## config.mk

```make
export PLATFORM = sky130hd
export DESIGN_NAME = present_decrypt
export DESIGN_NICKNAME = d
export VERILOG_FILES = /design/src/rtl/present_pkg.sv /design/src/rtl/present_dec_round.sv /design/src/rtl/present_decrypt.sv
export SDC_FILE = /design/constraint.sdc
export NUM_CORES = 1
export LEC_CHECK = 0
export CORE_MARGIN = 5
export CORE_UTILIZATION = 60
export CTS_CLUSTER_DIAMETER = 50
export DETAILED_ROUTE_END_ITERATION = 8
export HOLD_SLACK_MARGIN = 0.08
export PLACE_DENSITY = 0.89
export SYNTH_ARGS = -nofsm -noshare
export SYNTH_HDL_FRONTEND = slang
export SYNTH_HIERARCHICAL = 1
export SYNTH_SLANG_ARGS = --single-unit
export TNS_END_PERCENT = 5
```

## constraint.sdc

```tcl
create_clock -name clk -period 4.4 [get_ports clk]
set_clock_uncertainty 0.2 [all_clocks]
set_input_delay 0.44 -clock clk [delete_from_list [all_inputs] [get_ports clk]]
set_output_delay 0.44 -clock clk [all_outputs]
set_load 0.05 [all_outputs]
```

## src/rtl/present_pkg.sv

```systemverilog
// Shared PRESENT-80 constants, S-box tables, bit permutations and key schedule step.
// Latency: n/a (package of constants and combinational functions).
// Backpressure: n/a.
// Contents: SBOX/INV_SBOX, p_layer/inv_p_layer, key_fwd, ROUNDS, KEY_W, BLK_W, fsm_e.
package present_pkg;

   localparam int KEY_W = 80;
   localparam int BLK_W = 64;
   localparam logic [4:0] ROUNDS = 5'd31;

   typedef enum logic [1:0] {IDLE, KEYEXP, DEC, FIN} fsm_e;

   // Nibble tables packed with entry x at bits [4x+3:4x].
   localparam logic [63:0] SBOX     = 64'h2174_8FE3_DA09_B65C;
   localparam logic [63:0] INV_SBOX = 64'hA970_364B_D21C_8FE5;

   function automatic logic [3:0] sbox(input logic [3:0] x);
      return SBOX[{x, 2'b00} +: 4];
   endfunction

   function automatic logic [3:0] inv_sbox(input logic [3:0] x);
      return INV_SBOX[{x, 2'b00} +: 4];
   endfunction

   // Bit i moves to (16*i) mod 63; bit 63 stays in place.
   function automatic logic [63:0] p_layer(input logic [63:0] s);
      logic [63:0] o;
      o = '0;
      for (int i = 0; i < 63; i++) o[(16 * i) % 63] = s[i];
      o[63] = s[63];
      return o;
   endfunction

   function automatic logic [63:0] inv_p_layer(input logic [63:0] s);
      logic [63:0] o;
      o = '0;
      for (int i = 0; i < 63; i++) o[i] = s[(16 * i) % 63];
      o[63] = s[63];
      return o;
   endfunction

   // Forward key schedule: K(r) -> K(r+1).
   function automatic logic [79:0] key_fwd(input logic [79:0] k, input logic [4:0] r);
      logic [79:0] o;
      o = {k[18:0], k[79:19]};          // rotate left 61
      o[79:76] = sbox(o[79:76]);
      o[19:15] = o[19:15] ^ r;
      return o;
   endfunction

endpackage

```

## src/rtl/present_dec_round.sv

```systemverilog
// One PRESENT-80 inverse round plus one backward key-schedule step.
// Latency: combinational.
// Backpressure: none.
// Ports: state/key = current block and K(r+1); r = round index; nstate = invS(invP(state^rk)); pkey = K(r).
module present_dec_round
   import present_pkg::*;
(
   input  logic [BLK_W-1:0] state,
   input  logic [KEY_W-1:0] key,
   input  logic [4:0]       r,
   output logic [BLK_W-1:0] nstate,
   output logic [KEY_W-1:0] pkey
);

   logic [BLK_W-1:0] mixed;
   logic [KEY_W-1:0] kx;

   always_comb begin
      mixed  = inv_p_layer(state ^ key[79:16]);
      nstate = '0;
      for (int n = 0; n < 16; n++) nstate[4*n +: 4] = inv_sbox(mixed[4*n +: 4]);

      // Undo the forward step in reverse order: counter XOR, S-box, rotation.
      kx        = key;
      kx[19:15] = kx[19:15] ^ r;
      kx[79:76] = inv_sbox(kx[79:76]);
      pkey      = {kx[60:0], kx[79:61]};  // rotate right 61
   end

endmodule

```

## src/rtl/present_decrypt.sv

```systemverilog
// Iterative PRESENT-80 decryptor: 31 forward key steps, 31 inverse rounds, final whitening.
// Latency: load at edge N -> odat/done valid after edge N+63.
// Backpressure: none; load in any state aborts and restarts, done holds until next load/reset.
// Ports: clk, reset_n (async low), load/idat/key in; odat/done/busy out.
module present_decrypt
   import present_pkg::*;
(
   input  logic             clk,
   input  logic             reset_n,
   input  logic             load,
   input  logic [BLK_W-1:0] idat,
   input  logic [KEY_W-1:0] key,
   output logic [BLK_W-1:0] odat,
   output logic             done,
   output logic             busy
);

   fsm_e             fsm;
   logic [BLK_W-1:0] blk;
   logic [KEY_W-1:0] kreg;
   logic [4:0]       r;
   logic [BLK_W-1:0] blk_nxt;
   logic [KEY_W-1:0] key_prev;

   present_dec_round u_round (
      .state  (blk),
      .key    (kreg),
      .r      (r),
      .nstate (blk_nxt),
      .pkey   (key_prev)
   );

   always_ff @(posedge clk or negedge reset_n) begin
      if (!reset_n) begin
         fsm  <= IDLE;
         blk  <= '0;
         kreg <= '0;
         r    <= '0;
         odat <= '0;
         done <= 1'b0;
         busy <= 1'b0;
      end else if (load) begin
         // Restart from any state; odat keeps its last value, done drops.
         fsm  <= KEYEXP;
         blk  <= idat;
         kreg <= key;
         r    <= 5'd1;
         done <= 1'b0;
         busy <= 1'b1;
      end else begin
         case (fsm)
            KEYEXP: begin
               kreg <= key_fwd(kreg, r);
               // r stays at 31 so DEC starts with the right counter value.
               if (r == ROUNDS) fsm <= DEC;
               else             r   <= r + 5'd1;
            end
            DEC: begin
               blk  <= blk_nxt;
               kreg <= key_prev;
               if (r == 5'd1) fsm <= FIN;
               else           r   <= r - 5'd1;
            end
            FIN: begin
               odat <= blk ^ kreg[79:16];
               done <= 1'b1;
               busy <= 1'b0;
               fsm  <= IDLE;
            end
            default: ;
         endcase
      end
   end

endmodule
```

==> impl_metrics.yaml, run 1 <==
outcome:
  outcome: "finished, final reports clean"
setup_path:
  cp.arrival_ns: 2.94
  crit_type: "reg2reg"
  crit_path_end_kind: "register"
  worst-path-buf-inv: 1
  cp_top_family: "simple AND/OR/NAND/NOR gates"
  critPathMaxStageDelay_ns: 0.77
  cp-start-kind: "register"
  slowest_stage: "or2_2"
  required_ns: 4.61
  cp_num_cells: 4
  cp_max_fo: 36
  cp_cell_sequence: "xor2_2, or2_2, buf_4, mux2_2"
  r2r_cells: 4
global_route:
  gr-total-overflow: 0
  grtUsageTotal_pct: 30.8
  grt_max_degree: 298
  grt_pass1_wl_microns: 69800
  grt_pass1_vias: 12700
  antenna_found_initial: 0
power_and_ir_drop:
  power_leakage_uw: 0.00790
  p_per_area_nw_per_um2: 403
  peakVddDrop_mv: 0.277
  p_total_uw: 7260
routing:
  first_pass_iters: 7
  met2_length_microns: 20800
  highest_layer: "met4"
  wl_met1_microns: 17500
  wl_per_cell_microns: 21.9
  route.met3.wl_microns: 4200
  antenna_left: 0
  first_iter_violations: 1567
  dr_total_vias: 12800
  drt-total-wl_microns: 45600
  drc: 0
  vias_per_cell: 6.15
sta:
  tightest_slew_ns: 1.16
  fin_hold_ws_ns: 0.269
  slew_violations: 0
  post-route-min-period_ns: 2.73
  rsz0062_at_grt: "no"
  slew-limit-headroom_pct: 22.2
  fin_setup_tns_ns: 0
  period_share_pct: 62.0
  final-hold-violation-count: 0
  setup_violations: 0
  fmax_ghz: 0.366
logic_synthesis:
  synthTopCellsByArea: "dfrtp_1 (35%), mux2i_1 (10%), o21ai_0 (7.5%), xnor2_1 (6.6%), nand2_1 (6.4%)"
  async_flop_share_pct: 100
  synth.top_cells.by_count: "nand2_1 (260), o21ai_0 (230), dfrtp_1 (217)"
  yosysTopAreaCellShare_pct: 35.4
  synthFlopType: "dfrtp_1"
  synth_most_common_cell: "nand2_1"
  yosys_warnings: 6
  yosys_register_bits: 217
  syn_nets: 1834
  avgSynthCellArea_sq_um: 9.40
  synth_edf_count: 0
  synth_area_sq_um: 15300
  synth.distinct_cells: 53
  ys_seq_area_share_pct: 35.4
  synth_top_cell_by_area: "dfrtp_1"
  syn_inst: 1630
placement:
  io_buffers: 212
  gp_congestion: 0.960
  dpl.cell_count: 2029
  dp_hpwl_microns: 32500
finish:
  fin_nets: 1932
  diodes: 0
  drive_above_1_share_pct: 11.1
  fin_cells: 2078
  final_util_pct: 71.4
  syn_to_final_growth_pct: 17.4
hold_path:
  hp-class: "in2reg"
  holdPathStages: 3
clock_network:
  root_buffer: "clkbuf_16"
  cts_resized: 0
  clk_pin_slew_worst_paths_ns: 0.06
  htree_levels: 1
  clock_latency_ns: 0.54
  clk_path_buf_depth: 3
  cts_sinks: 217
  cts_buffers: 26
  cts_tree: "done"
floorplanning:
  die_x_microns: 170
  num_rows: 58
  die_h_microns: 170
  ios: 213
  die_area_sq_um: 28800
  core_sq_um: 25200
  start_util_pct: 60.9
job:
  maxCapViolCount: 0
-- worst reg2reg max path, stage by stage, from the launching register on --
cell     delay, ns
dfrtp_1       0.52
xor2_2        0.27
or2_2         0.77
buf_4         0.45
mux2_2        0.41
-- per-stage QoR --
stage / setup slack (ns) / instance area [sq um]
4_1_cts: 1.68 / 18000
6_report: 1.67 / 18000
5_1_grt: 1.52 / 18000
3_5_place_dp: 1.74 / 17000
2_1_floorplan: 2.27 / 15300
3_3_place_gp: 1.80 / 17000
-- cell families after synthesis --
| family | after synthesis | share of synthesized area [%] |
|---|---|---|
| AO/OA/AOI/OAI | 369 | 13.5 |
| XOR/XNOR | 174 | 11.6 |
| adder cells (fa/ha/maj) | 57 | 4.65 |
| buffers and inverters | 206 | 7.87 |
| AND/OR/NAND/NOR | 367 | 9.69 |
| flip-flops | 217 | 35.4 |
| multiplexers | 240 | 17.2 |
-- cell usage in the layout (no fill, tap or decap), types with 7 or more instances in the layout --
master,count
nand2_1,260
o21ai_0,230
dfrtp_1,217
clkdlybuf4s50_1,210
mux2i_1,155
xnor2_1,115
mux2_2,74
nor2_1,57
ha_1,57
a21oi_1,56
inv_1,47
clkbuf_16,27
xor2_1,26
xor2_2,21
a211oi_1,21
nor3_1,16
nand3_1,11
xnor2_2,11
mux4_2,10
o22ai_1,10
buf_4,10
a31oi_1,9
o211ai_1,9
clkinv_2,7
-- power breakdown --
| group | total [uW] | internal, uW | switching [uW] |
|---|---|---|---|
| Sequential | 2510 | 2180 | 329 |
| Clock | 2440 | 1550 | 888 |
| Combinational | 2310 | 1010 | 1310 |
-- registers in the layout, summed over array words and instances, names as in the netlist --
signal / cells
odat: 64
fsm: 2
r: 5
kreg: 80
blk: 64
done: 1
busy: 1
-- final timing paths --
path / from / endpoint / slack (ns)
max: fsm[1]$_DFFE_PN0P_ / kreg[54]$_DFFE_PN0P_ / 1.67
min reg2reg: odat[43]$_DFFE_PN0P_ / odat[43]$_DFFE_PN0P_ / 0.28
max in group asynchronous: reset_n / blk[6]$_DFFE_PN0P_ / 2.55
min in group asynchronous: reset_n / odat[43]$_DFFE_PN0P_ / 0.40
min: idat[26] / blk[26]$_DFFE_PN0P_ / 0.27
max reg2reg: fsm[1]$_DFFE_PN0P_ / kreg[54]$_DFFE_PN0P_ / 1.67
-- area by class of cell --
type / instances / area (sq um)
Inverter: 50 / 188
Multi-Input combinational cell: 1207 / 8710
Clock inverter: 16 / 239
Fill cell: 1724 / 7190
Timing Repair Buffer: 226 / 2270
Sequential cell: 217 / 5430
Tap cell: 330 / 413
Clock buffer: 32 / 744
-- layer usage --
layer | up-vias | GRT usage, %
li1 | 5717 | -
met1 | 6178 | 40.6
met2 | 707 | 48.3
met3 | 175 | 5.48
met4 | 0 | 17.4
met5 | - | 0
-- repair_timing --
| item | in CTS | in global routing |
|---|---|---|
| hold buffers | 1 | 0 |
| endpoints found under the hold margin | 106 | 0 |
| buffers inserted | 0 | 0 |
Note: power is estimated with default switching activity, not from simulation.
==> inputs of run 2 (changes only) <==
--- a/config.mk
+++ b/config.mk
@@ -6,11 +6,11 @@
 export NUM_CORES = 1
 export LEC_CHECK = 0
 export CORE_MARGIN = 5
-export CORE_UTILIZATION = 60
+export CORE_UTILIZATION = 51
 export CTS_CLUSTER_DIAMETER = 50
 export DETAILED_ROUTE_END_ITERATION = 8
 export HOLD_SLACK_MARGIN = 0.08
-export PLACE_DENSITY = 0.89
+export PLACE_DENSITY = 0.81
 export SYNTH_ARGS = -nofsm -noshare
 export SYNTH_HDL_FRONTEND = slang
 export SYNTH_HIERARCHICAL = 1
==> constraint.sdc (replaced) <==
create_clock -name clk -period 2.4 [get_ports clk]
set_clock_uncertainty 0.2 [all_clocks]
set_input_delay 0.24 -clock clk [delete_from_list [all_inputs] [get_ports clk]]
set_output_delay 0.24 -clock clk [all_outputs]
set_load 0.05 [all_outputs]
==> run 2 against run 1 <==
  * Die area rose by 17%
  * Combinational power rose by 110%
  * Sequential cell count did not move
  * Cell count rose by 8.0%
  * Worst hold slack got worse by 0.19 ns
  * Register-to-register slack got worse by 1.6 ns
  * Via count rose by 2.1%
  * Critical path depth rose by 2
  * Final area rose by 5.2%
  * First-iteration DRC count fell by 13%
  * Largest cell class unchanged
  * Largest power group is now combinational logic
  * Highest routed layer unchanged
==> impl_metrics.yaml, run 2 (synthesis results as in run 1) <==
routing:
  dr_total_vias: 13000
  drt-total-wl_microns: 48600
  first_iter_violations: 1362
  antenna_left: 0
  vias_per_cell: 5.81
  drc: 0
  first_pass_iters: 8
  wl_per_cell_microns: 21.7
clock_network:
  cts_buffers: 28
  post_cts_buffers: 0
  cts_sinks: 217
  htree_levels: 1
  clk_pin_slew_worst_paths_ns: 0.06
  clk_path_buf_depth: 3
  root_buffer: "clkbuf_16"
  cts_tree: "done"
  clock_latency_ns: 0.55
finish:
  ff_latch_area_sq_um: 5430
  mostFrequentLayoutCells: "nand2_1 (260), o21ai_0 (230), dfrtp_1 (217), clkdlybuf4s50_1 (210), mux2i_1 (155)"
  syn_to_final_growth_pct: 23.5
  multiInputGateArea_sq_um: 8710
  largest_reg_flops: 80
  final_common_cell: "nand2_1"
  drive_above_1_share_pct: 15.2
  fillers: 2383
  fin_nets: 2038
  reg.largest.list: "kreg (80), blk (64), odat (64)"
  largest-register: "kreg"
sta:
  post-route-min-period_ns: 2.33
  rsz0062_at_grt: "no"
  final-hold-violation-count: 0
  period_share_pct: 97.2
  fin_setup_tns_ns: 0
  fin_hold_ws_ns: 0.0792
  fmax_ghz: 0.429
  setup_violations: 0
  tightest_slew_ns: 0.586
  slew_violations: 0
  slew-limit-headroom_pct: 60.7
outcome:
  outcome: "finished, final reports clean"
global_route:
  grt_max_degree: 72
  grtUsageTotal_pct: 28.0
  grt_pass1_vias: 12800
  gr-total-overflow: 0
  grt_pass1_wl_microns: 73300
  antenna_found_initial: 0
power_and_ir_drop:
  power_leakage_uw: 0.00840
  p_per_area_nw_per_um2: 699
  p_total_uw: 13200
  peakVddDrop_mv: 0.431
job:
  maxCapViolCount: 0
setup_path:
  r2r-start: "kreg[31]$_DFFE_PN0P_"
  crit_type: "reg2reg"
  worstSetupStartpoint: "kreg[31]$_DFFE_PN0P_"
  crit_path_end_kind: "register"
  cp-start-kind: "register"
  cp_max_fo: 5
  required_ns: 2.62
  cp.arrival_ns: 2.56
placement:
  dp_hpwl_microns: 37300
  gp_congestion: 0.953
  io_buffers: 212
hold_path:
  hp-class: "in2reg"
  min-delay-start: "idat[18]"
floorplanning:
  start_util_pct: 51.7
  die_x_microns: 183
  core_sq_um: 29600
  die_h_microns: 183
  num_rows: 63
  ios: 213
  die_area_sq_um: 33600
-- run 2: path summary, 6_finish.rpt --
check	end	slack [ns]	depth (start not counted)
max	blk[62]$_DFFE_PN0P_	0.07	6
min	blk[18]$_DFFE_PN0P_	0.08	3
max reg2reg	blk[62]$_DFFE_PN0P_	0.07	6
min reg2reg	odat[43]$_DFFE_PN0P_	0.28	2
max in group asynchronous	odat[2]$_DFFE_PN0P_	1.45	3
min in group asynchronous	blk[23]$_DFFE_PN0P_	0.10	3
-- run 2: critical path, cell delays in order, from the launching register on --
cell and delay [ns]:
dfrtp_1 0.45, xnor2_1 0.33, inv_1 0.17, ha_1 0.38
mux4_2 0.47, mux2i_1 0.12, o21ai_0 0.08
-- run 2: area by class of cell --
class | count | share of cell area (%)
antenna | 1 | 0.0132
multi-input combinational | 1207 | 46.0
tap | 390 | 2.58
inverter | 50 | 0.991
clock inverter | 16 | 0.648
clock buffer | 33 | 4.02
sequential | 217 | 28.7
timing repair buffer | 330 | 17.0
-- run 2: what timing repair did --
action,4_1_cts,5_1_grt
gates resized for setup,0,1
endpoints found under the setup margin,0,1
hold buffers,19,0
hold endpoints to repair,244,0
-- run 2: power breakdown --
part	total, uW	switching [uW]	leakage, uW	internal, uW
Sequential	4450	454	0.00261	4000
Combinational	4740	2640	0.00535	2100
Clock	4050	1690	0.000433	2360
Total	13200	4780	0.00840	8460
-- run 2: per-stage QoR --
step	utilization [%]	worst slack, ns	area [sq um]	cells
2_1_floorplan	-	0.271	15300	1630
3_3_place_gp	60.2	0.168	17800	2175
3_5_place_dp	60.2	0.143	17800	2175
4_1_cts	63.8	0.0970	18900	2243
5_1_grt	63.9	0.0149	18900	2243
6_report	63.9	0.0669	18900	2244
-- run 2: metal layers --
metal	vias up	track usage (%)	part of all wire, %
li1	5935	-	-
met1	6277	36.7	40
met2	683	45.4	47
met4	0	13.6	5.8
met3	152	4.28	8.0
met5	-	0	0
